===== src/rtl/mul_share_arbiter_if.sv =====
// Requester-side bundle of mul_share_arbiter: two request ports, one-hot
// accept/response, shared result bus and stall indication.
interface mul_share_arbiter_if #(
    parameter int unsigned DW = 32
);
    logic [1:0]      req_valid;
    logic [3:0]      req_op;
    logic [2*DW-1:0] req_a;
    logic [2*DW-1:0] req_b;
    logic [1:0]      req_ready;
    logic [1:0]      resp_valid;
    logic [DW-1:0]   resp_data;
    logic            busy;

    modport master (
        output req_valid, req_op, req_a, req_b,
        input  req_ready, resp_valid, resp_data, busy
    );

    modport slave (
        input  req_valid, req_op, req_a, req_b,
        output req_ready, resp_valid, resp_data, busy
    );
endinterface


===== src/rtl/mul_share_arbiter.sv =====
// Round-robin share of one iterative 32x32 unsigned multiplier between two requesters,
// with RISC-V MUL/MULH/MULHSU/MULHU sign handling. Optional MUL_REUSE_EN reuses last product.
module mul_share_arbiter #(
    parameter int unsigned DW      = 32,
    parameter bit          RR_INIT = 1'b0
) (
    input  logic               clk,
    input  logic               rst,
    mul_share_arbiter_if.slave req_if,
    output logic               mul_in_valid,
    output logic [DW-1:0]      mul_mplier,
    output logic [DW-1:0]      mul_mcand,
    input  logic [2*DW-1:0]    mul_product,
    input  logic               mul_out_valid
);
    localparam int unsigned PW = 2 * DW;
    localparam logic [1:0] OP_MUL    = 2'b00;
    localparam logic [1:0] OP_MULH   = 2'b01;
    localparam logic [1:0] OP_MULHSU = 2'b10;

    typedef enum logic [1:0] {S_IDLE, S_ISSUE, S_WAIT, S_RESP} state_e;

    state_e        state_q, state_d;
    logic          rr_ptr_q, rr_ptr_d;
    logic          gnt_q, gnt_d;
    logic [1:0]    op_q, op_d;
    logic          neg_q, neg_d;
    logic [DW-1:0] mplier_q, mplier_d;
    logic [DW-1:0] mcand_q, mcand_d;
    logic [DW-1:0] resp_data_q, resp_data_d;
    logic [1:0]    resp_valid_q, resp_valid_d;
    logic          mul_in_valid_q, mul_in_valid_d;
    logic          busy_q, busy_d;

    logic          any_req_c, gnt_c, sa_c, sb_c, hit_c;
    logic [1:0]    op_c;
    logic [DW-1:0] a_c, b_c, mag_a_c, mag_b_c;
    logic [1:0]    req_ready_c;
    logic [PW-1:0] hit_prod_c;

    // Sign-correct the unsigned product and pick the requested half.
    function automatic logic [DW-1:0] fix_result(input logic [PW-1:0] prod,
                                                 input logic          neg,
                                                 input logic [1:0]    op);
        logic [PW-1:0] fin;
        fin = neg ? (~prod) + PW'(1) : prod;
        return (op == OP_MUL) ? fin[DW-1:0] : fin[PW-1:DW];
    endfunction

    // Grant selection and operand magnitude conversion for the would-be winner.
    always_comb begin
        any_req_c = |req_if.req_valid;
        gnt_c     = req_if.req_valid[rr_ptr_q] ? rr_ptr_q : ~rr_ptr_q;
        op_c      = gnt_c ? req_if.req_op[3:2]    : req_if.req_op[1:0];
        a_c       = gnt_c ? req_if.req_a[PW-1:DW] : req_if.req_a[DW-1:0];
        b_c       = gnt_c ? req_if.req_b[PW-1:DW] : req_if.req_b[DW-1:0];
        sa_c      = ((op_c == OP_MULH) || (op_c == OP_MULHSU)) && a_c[DW-1];
        sb_c      = (op_c == OP_MULH) && b_c[DW-1];
        mag_a_c   = sa_c ? (~a_c) + DW'(1) : a_c;
        mag_b_c   = sb_c ? (~b_c) + DW'(1) : b_c;
    end

`ifdef MUL_REUSE_EN
    logic          cache_vld_q, cache_vld_d;
    logic [PW-1:0] cache_key_q, cache_key_d;
    logic [PW-1:0] cache_prod_q, cache_prod_d;

    // Key is the pair of post-conversion magnitudes actually sent to the multiplier.
    always_comb begin
        cache_vld_d  = cache_vld_q;
        cache_key_d  = cache_key_q;
        cache_prod_d = cache_prod_q;
        if ((state_q == S_WAIT) && mul_out_valid) begin
            cache_vld_d  = 1'b1;
            cache_key_d  = {mplier_q, mcand_q};
            cache_prod_d = mul_product;
        end
    end

    always_ff @(posedge clk) begin
        if (rst) begin
            cache_vld_q  <= 1'b0;
            cache_key_q  <= '0;
            cache_prod_q <= '0;
        end else begin
            cache_vld_q  <= cache_vld_d;
            cache_key_q  <= cache_key_d;
            cache_prod_q <= cache_prod_d;
        end
    end

    assign hit_c      = cache_vld_q && (cache_key_q == {mag_a_c, mag_b_c});
    assign hit_prod_c = cache_prod_q;
`else
    assign hit_c      = 1'b0;
    assign hit_prod_c = '0;
`endif

    // Next-state and output logic.
    always_comb begin
        state_d        = state_q;
        rr_ptr_d       = rr_ptr_q;
        gnt_d          = gnt_q;
        op_d           = op_q;
        neg_d          = neg_q;
        mplier_d       = mplier_q;
        mcand_d        = mcand_q;
        resp_data_d    = resp_data_q;
        resp_valid_d   = 2'b00;
        mul_in_valid_d = 1'b0;
        req_ready_c    = 2'b00;
        busy_d         = 1'b0;

        case (state_q)
            S_IDLE: begin
                if (any_req_c && !rst) begin
                    req_ready_c[gnt_c] = 1'b1;
                    gnt_d              = gnt_c;
                    op_d               = op_c;
                    neg_d              = sa_c ^ sb_c;
                    mplier_d           = mag_a_c;
                    mcand_d            = mag_b_c;
                    if (hit_c) begin
                        state_d             = S_RESP;
                        resp_valid_d[gnt_c] = 1'b1;
                        resp_data_d         = fix_result(hit_prod_c, sa_c ^ sb_c, op_c);
                    end else begin
                        state_d        = S_ISSUE;
                        mul_in_valid_d = 1'b1;
                    end
                end
            end
            S_ISSUE: state_d = S_WAIT;
            S_WAIT: begin
                if (mul_out_valid) begin
                    state_d             = S_RESP;
                    resp_valid_d[gnt_q] = 1'b1;
                    resp_data_d         = fix_result(mul_product, neg_q, op_q);
                end
            end
            S_RESP: begin
                rr_ptr_d = ~gnt_q;
                state_d  = S_IDLE;
            end
            default: state_d = S_IDLE;
        endcase

        busy_d = (state_d != S_IDLE);
    end

    always_ff @(posedge clk) begin
        if (rst) begin
            state_q        <= S_IDLE;
            rr_ptr_q       <= RR_INIT;
            gnt_q          <= 1'b0;
            op_q           <= OP_MUL;
            neg_q          <= 1'b0;
            mplier_q       <= '0;
            mcand_q        <= '0;
            resp_data_q    <= '0;
            resp_valid_q   <= 2'b00;
            mul_in_valid_q <= 1'b0;
            busy_q         <= 1'b0;
        end else begin
            state_q        <= state_d;
            rr_ptr_q       <= rr_ptr_d;
            gnt_q          <= gnt_d;
            op_q           <= op_d;
            neg_q          <= neg_d;
            mplier_q       <= mplier_d;
            mcand_q        <= mcand_d;
            resp_data_q    <= resp_data_d;
            resp_valid_q   <= resp_valid_d;
            mul_in_valid_q <= mul_in_valid_d;
            busy_q         <= busy_d;
        end
    end

    assign req_if.req_ready  = req_ready_c;
    assign req_if.resp_valid = resp_valid_q;
    assign req_if.resp_data  = resp_data_q;
    assign req_if.busy       = busy_q;
    assign mul_in_valid      = mul_in_valid_q;
    assign mul_mplier        = mplier_q;
    assign mul_mcand         = mcand_q;
endmodule


===== src/flat_wrapper.sv =====
// flat-port wrapper written by rule: the top's interface ports become plain ports
module mul_share_arbiter_flat 
#(
    parameter int unsigned DW      = 32,
    parameter bit          RR_INIT = 1'b0
)
  (clk, rst, mul_in_valid, mul_mplier, mul_mcand, mul_product, mul_out_valid, req_if_req_valid, req_if_req_op, req_if_req_a, req_if_req_b, req_if_req_ready, req_if_resp_valid, req_if_resp_data, req_if_busy);
  mul_share_arbiter_if #(.DW(DW)) req_if_i ();
  input  logic clk;
  input  logic rst;
  output logic mul_in_valid;
  output logic [DW-1:0] mul_mplier;
  output logic [DW-1:0] mul_mcand;
  input  logic [2*DW-1:0] mul_product;
  input  logic mul_out_valid;
  input wire logic [$bits(req_if_i.req_valid)-1:0] req_if_req_valid;
  input wire logic [$bits(req_if_i.req_op)-1:0] req_if_req_op;
  input wire logic [$bits(req_if_i.req_a)-1:0] req_if_req_a;
  input wire logic [$bits(req_if_i.req_b)-1:0] req_if_req_b;
  output wire logic [$bits(req_if_i.req_ready)-1:0] req_if_req_ready;
  output wire logic [$bits(req_if_i.resp_valid)-1:0] req_if_resp_valid;
  output wire logic [$bits(req_if_i.resp_data)-1:0] req_if_resp_data;
  output wire logic [$bits(req_if_i.busy)-1:0] req_if_busy;
  assign req_if_i.req_valid = req_if_req_valid;
  assign req_if_i.req_op = req_if_req_op;
  assign req_if_i.req_a = req_if_req_a;
  assign req_if_i.req_b = req_if_req_b;
  assign req_if_req_ready = req_if_i.req_ready;
  assign req_if_resp_valid = req_if_i.resp_valid;
  assign req_if_resp_data = req_if_i.resp_data;
  assign req_if_busy = req_if_i.busy;
  mul_share_arbiter #(.DW(DW), .RR_INIT(RR_INIT)) u_core (.clk(clk), .rst(rst), .req_if(req_if_i), .mul_in_valid(mul_in_valid), .mul_mplier(mul_mplier), .mul_mcand(mul_mcand), .mul_product(mul_product), .mul_out_valid(mul_out_valid));
endmodule

===== config.mk =====
export PLATFORM = sky130hd
export DESIGN_NAME = mul_share_arbiter_flat
export DESIGN_NICKNAME = d
export VERILOG_FILES = /design/src/rtl/mul_share_arbiter_if.sv /design/src/rtl/mul_share_arbiter.sv /design/src/flat_wrapper.sv
export SDC_FILE = /design/constraint.sdc
export NUM_CORES = 1
export LEC_CHECK = 0
export BUFFER_PORTS_ARGS = -buffer_cell sky130_fd_sc_hd__buf_4
export CAP_MARGIN = 15
export CORE_MARGIN = 3
export CORE_UTILIZATION = 45
export CTS_BUF_LIST = sky130_fd_sc_hd__clkbuf_4 sky130_fd_sc_hd__clkbuf_8 sky130_fd_sc_hd__clkbuf_16
export DETAILED_ROUTE_END_ITERATION = 8
export PLACE_DENSITY = 0.78
export SYNTH_ARGS = -nofsm -noshare
export SYNTH_HDL_FRONTEND = slang
export SYNTH_SLANG_ARGS = --single-unit

===== constraint.sdc =====
create_clock -name clk -period 6 [get_ports clk]
set_input_delay 0.6 -clock clk [delete_from_list [all_inputs] [get_ports clk]]
set_output_delay 0.6 -clock clk [all_outputs]
set_load 0.1 [all_outputs]

* Word-level counts from Yosys, hierarchy flattened *
Cells that the tools add are included.

operators by class
  multiplexer cells = 20
  $add $sub $neg = 3
  $lt $le $gt $ge = 5
  equal/unequal tests = 5
  bitwise logic cells = 9
  reductions and logical operators = 15

operator list
  kind                   count
  $mux 32                5
  $add 32x1->32 const B  2
  $add 64x1->64 const B  1
  $mux 64                1
  $not 32->32            2
  $not 64->64            1
  $mux 2                 5
  $pmux 2 s4             1
  $eq 2x2->1 const B     3
  $lt 1x2->1 const B     3
  $mux 1                 6
  $logic_and 1x1->1      5
  $not 1->1              5
  $eq 2x1->1 const B     2
  $logic_not 2->1        2
  $reduce_and 2->1       2
  $reduce_or 2->1        2
  $reduce_or 3->1        1
  $demux 1 s1            2
  $ge 1x1->1 const B     2
  $reduce_bool 2->1      1
  $logic_not 1->1        1
  $logic_or 1x1->1       1
  $xor 1x1->1            1

word-level totals
  word-level logic and storage cells = 68
  flip-flop bits (word level) = 107
  output and inout port bits = 102
  input port bits = 201

* Longest topological paths before layout *
  word-level depth = 9
  depth in mapped cells = 15
  gate-level depth less buffers = 10

* Least setup slack after synthesis *
Ideal clock, no wire load.

  kind = input port to flip-flop
  from = in req_if_req_valid[1]
  to = reg u_core.mcand_q[26] (netlist: u_core.mul_mcand[26])
  arrival = 4.263 ns
  slack = 1.605 ns
  path buffers = 4
  cell stages on the path = 14
  cells stage by stage = nand2b_1 nand2_1 clkbuf_1 buf_1 clkbuf_1 buf_2 mux2i_1 ha_1 nor4b_1 a32oi_1 nor4_1 a31oi_1 a41oi_1 a21oi_1

between the ends
  cells in the longest elaborated chain, start to end = 7

ends and longest elaborated chain
  item                                                RTL line                                          RTL
  start: declaration                                  flat_wrapper.sv:16                                input wire logic [$bits(req_if_i.req_valid)-1:0] req_if_req_valid;
  $mux 1 (not written as such) (2 in a row)           mul_share_arbiter.sv:53                           gnt_c = req_if.req_valid[rr_ptr_q] ? rr_ptr_q : ~rr_ptr_q;
  $mux 1                                              mul_share_arbiter.sv:53
  $mux 32 or $mux 2 (tied branches)                   mul_share_arbiter.sv:56, mul_share_arbiter.sv:54
  $not 32->32 or $eq 2x1->1 (tied branches)           mul_share_arbiter.sv:60, mul_share_arbiter.sv:58
  $add 32x1->32 or $logic_and 1x1->1 (tied branches)  mul_share_arbiter.sv:60, mul_share_arbiter.sv:58
  $mux 32                                             mul_share_arbiter.sv:60                           mag_b_c = sb_c ? (~b_c) + DW'(1) : b_c;
  end signal: assignment                              mul_share_arbiter.sv:171                          mcand_q <= mcand_d;
  end: declaration                                    mul_share_arbiter.sv:29                           logic [DW-1:0] mcand_q, mcand_d;

Parallel ways exist; a longest one is shown, timed or not. The select of a mux whose other input is x is not followed.
A chain may end at the register's enable or synchronous reset.

* Final worst setup path *
Ends and elaborated chain as after synthesis.

==> metrics.md <==
| Metric | Value |
|---|---|
| Run status | `complete, no violations` |
| CTS Buf Count | `9` |
| Detail-routed via count per cell | `6.33` |
| Fraction of power consumed by sequential logic | `around 22%` |
| GRT Util Overall | `approximately a third` |
| Ratio of total power to cell area | `418 mW/mm²` |
| Number of failing hold endpoints at the final stage | `0` |
| WL met2 | `~17 mm` |
| Critical path fanouts, max | `14` |
| Worst setup path class | `input pin to flip-flop` |
| Endpoint of the most critical register-to-register path | `u_core.mul_mcand[26]$_SDFFE_PP0P_` |
| Register-to-register path setup slack | `between 1500 and 2000 ps` |
| CTS tree | `built` |
| Drt total wl | `roughly 38 mm` |
| Total via count after detailed routing | `around 11k` |
| Antenna violations before repair | `0` |
| Post-CTS resize count | `0` |
| Combinational share of power | `~65%` |
| Count of antenna diodes in the layout | `0` |
| Overall die height | `146 µm` |
| Number of buffers inserted for hold repair after clock tree synthesis | `0` |
| Crit path required time | `6220 ps` |
| Clock latency reported for the late side of the worst-skew pair | `~370 ps` |
| Switching share of power | `57.7%` |
| Synth-to-Final Area Change | `31.1%` |
| Switching power of the nets | `between 2 and 3 mW` |
| Antenna Nets Post-Route | `0` |
| Number of enable flip-flop cells after synthesis | `0` |
| Met1 WL | `~15 mm` |
| Cell-by-cell listing of the critical path | `buf_4 -> nand2b_1 -> nand2_4 -> mux2i_1 -> ha_1 -> nor4b_1 -> a32oi_1 -> nor4_1 -> a31oi_1 -> a41oi_1 -> a21oi_1` |
| Die area | `0.0212 mm²` |
| Unrepaired setup endpoints after global routing | `false` |
| Post-layout min period | `~4000 ps` |
| Post-Layout Inst Area | `roughly 0.012 mm²` |
| Startpoint of the worst-slack reg-to-reg timing path | `u_core.rr_ptr_q$_SDFFE_PP0N_` |
| Setup TNS | `0 ps` |
| Core ar. | `0.0190 mm²` |
| Hold Crit Start | `u_core.req_if.resp_data[0]$_SDFFE_PP0P_` |
| Count of unique library cells instantiated by Yosys | `74` |
| Final clock period utilization by the worst path | `~67%` |
| DR WL/cell | `roughly 22 µm` |
| Post-synthesis instance total | `1203` |
| DRC Markers | `0` |
| Netlist area before placement | `just under 0.009 mm²` |
| Delay contributed by the slowest stage of the critical path | `1050 ps` |
| Sort of element at the start of the critical path | `input pin` |
| Port Buf Inserts | `between 300 and 400` |
| Top Layer Used | `met4` |
| Layout net count | `1659` |
| Worst ir drop on vdd | `approximately 0.00030 V` |
| Largest net degree at the start of global routing | `81` |
| DP HPWL | `~29 mm` |
| Worst Path Arrival | `4270 ps` |
| Synthesized net count | `about 1.4k` |
| PnR Total Power | `between 4 and 5 mW` |
| Highest-delay cell along the critical path | `sky130_fd_sc_hd__nor4_1` |
| CTS clk-pin slew, worst paths | `approximately 80 ps` |
| Initial core utilization | `46.3%` |
| Synthesized area per cell | `between 7 and 8 µm²` |
| Overall die width | `around 150 µm` |
| Number of core rows | `50` |
| Most common flop cell mapped by yosys | `sky130_fd_sc_hd__dfxtp_1` |
| Count of final setup violators | `0` |
| Overflow after GRT | `0` |
| Max-capacitance violation count | `0` |
| Number of buffers inserted by post-CTS setup repair | `0` |
| Number of clock sinks | `about 110` |
| Synthesis warning total | `0` |
| Sort of element at the end of the critical path | `flip-flop` |
| Slew Viols, Final | `0` |
| Fraction of layout cells with a size suffix above 1 | `roughly a quarter` |
| Max Buffers Root-to-Sink | `2` |
| Number of global-route vias before repair | `slightly above 10k` |
| Cell count of the worst reg-to-reg path | `10` |
| P_leak | `4.53 nW` |
| Post-synthesis sequential area ratio | `24.4%` |
| Part of the total power dissipated in the clock network | `between 10% and 20%` |
| Clock H-tree levels | `3` |
| Detailed Routing Iterations Pass 1 | `6` |
| Slew Limit Headroom | `between 10% and 20%` |
| Met3 Routed Length | `slightly above 4 mm` |
| Slew at the pin with the worst max-slew slack | `approximately 1200 ps` |
| Hold EP | `u_core.req_if.resp_data[0]$_SDFFE_PP0P_` |
| Maximum clock frequency | `about 250 MHz` |
| Maximum clock skew at final layout | `5.70 ps` |
| Post-place instance area | `~0.011 mm²` |
| Starting DRC count in detailed routing | `around 1.2k` |
| Placer congestion estimate | `~0.98` |
| Worst min-delay path class | `flip-flop to flip-flop` |
| Wire length of the first global-routing pass | `58.1 mm` |
| Proportion of synthesized flip-flops having asynchronous set or reset | `0%` |
| Worst Hold Depth | `2` |
| Number of synthesized register bits | `approximately 110` |
| Total I/O pin count | `between 300 and 400` |
| Internal power of the cells | `around 2 mW` |
| Root cell of the clock tree | `sky130_fd_sc_hd__clkbuf_16` |
[critical path: cells and delay by family]
kind,cells,cell delay (ps)
compound gates,4,800
fa+ha+maj,1,260
mux,1,260
simple gates,4,2210
buf+inv,1,130
[synth_stat cells (all sizes together), types with 7 or more instances]
cell type  number  share of area, %
buf            10              0.63
nor4           42               3.2
nand3b          7              0.60
xor2           29               2.9
nand3          39               2.2
o22ai           8              0.57
nand2b         13               1.0
or2             8              0.57
or4            32               2.8
o21ai         107               6.1
and3           13              0.93
nor2           87               3.7
a211oi         13               1.1
a21oi          91               5.2
nand4          11              0.78
a31oi          24               1.7
mux2i          74               8.4
nor3           56               3.2
dfxtp         107                24
nor2b           9              0.64
clkbuf         72               3.1
inv             9              0.38
nand2         128               5.5
or3            41               2.9
ha              8               1.1
xnor2          43               4.3
o41ai          12               1.2
o31ai          19               1.6
[metal layers]
metal,vias up,global-route usage [%]
li1,5028,-
met2,688,56.2
met1,5041,42.3
met4,0,13.6
met3,99,8.28
met5,-,0
[worst max-delay path by stage]
stage	from	to	slack (ps)	cells after the start
6_report	req_if_req_valid[1]	u_core.mul_mcand[26]$_SDFFE_PP0P_	1950	11
2_1_floorplan	req_if_req_valid[1]	u_core.mul_mcand[26]$_SDFFE_PP0P_	1610	14
3_3_place_gp	req_if_req_valid[1]	u_core.mul_mcand[26]$_SDFFE_PP0P_	1980	11
5_1_grt	u_core.rr_ptr_q$_SDFFE_PP0N_	u_core.mul_mcand[30]$_SDFFE_PP0P_	1760	10
4_1_cts	u_core.rr_ptr_q$_SDFFE_PP0N_	u_core.mul_mcand[30]$_SDFFE_PP0P_	2120	10
3_5_place_dp	req_if_req_valid[1]	u_core.mul_mcand[30]$_SDFFE_PP0P_	1730	11
[cell usage in the layout (no fill, tap or decap), types with 19 or more instances in the layout]
master / synthesis / final
sky130_fd_sc_hd__buf_4: 0 / 318
sky130_fd_sc_hd__nand2_1: 128 / 127
sky130_fd_sc_hd__dfxtp_1: 107 / 106
sky130_fd_sc_hd__o21ai_0: 93 / 91
sky130_fd_sc_hd__a21oi_1: 91 / 90
sky130_fd_sc_hd__nor2_1: 87 / 85
sky130_fd_sc_hd__mux2i_1: 74 / 74
sky130_fd_sc_hd__nor3_1: 56 / 56
sky130_fd_sc_hd__xnor2_1: 43 / 43
sky130_fd_sc_hd__or3_1: 41 / 41
sky130_fd_sc_hd__nor4_1: 40 / 40
sky130_fd_sc_hd__nand3_1: 39 / 39
sky130_fd_sc_hd__or4_1: 31 / 31
sky130_fd_sc_hd__xor2_1: 29 / 29
sky130_fd_sc_hd__a31oi_1: 24 / 24
sky130_fd_sc_hd__o31ai_1: 19 / 19
[kinds of logic after synthesis]
| logic type | count (synthesis) | synth area share [%] |
|---|---|---|
| AND/OR/NAND/NOR | 501 | 29.5 |
| AO/OA/AOI/OAI | 343 | 24.4 |
| flip-flops | 107 | 24.4 |
| buffers and inverters | 92 | 4.13 |
| multiplexers | 80 | 9.21 |
| XOR/XNOR | 72 | 7.18 |
| adder cells (fa/ha/maj) | 8 | 1.14 |
[state kept, by name, summed over array words and instances, names as in the netlist, 2 cells and up]
signal and cells:
u_core.req_if.resp_valid 2, u_core.state_q 2, u_core.req_if.resp_data 32, u_core.op_q 2
u_core.mul_mplier 32, u_core.mul_mcand 32
[stage by stage]
step / setup WS, ps / utilization [%] / std cells / hold slack, ps
2_1_floorplan: 1610 / - / 1203 / 442
3_3_place_gp: 1980 / 59.1 / 1699 / 437
3_5_place_dp: 1730 / 59.1 / 1699 / 444
4_1_cts: 2120 / 60.7 / 1714 / 455
5_1_grt: 1760 / 60.7 / 1714 / 472
6_report: 1950 / 60.7 / 1714 / 453
[area by class of cell]
type | instances | area, µm²
repair buffers | 318 | 2390
multi-input cells | 1004 | 6310
clock buffers | 10 | 239
fillers | 1789 | 7450
flip-flops and latches | 107 | 2140
well taps | 260 | 325
clock inverters | 5 | 60.1
inverters | 10 | 37.5
[power by group through the flow]
stage               combinational, mW  clock [mW]  sequential, mW
floorplan                        1.05           0            2.30
global placement                 3.10           0            1.05
detailed placement               3.11           0            1.06
CTS                              3.12       0.644            1.04
global route                     3.29       0.670            1.06
finish                           3.14       0.636            1.04
Note: power is estimated with default switching activity, not from simulation.
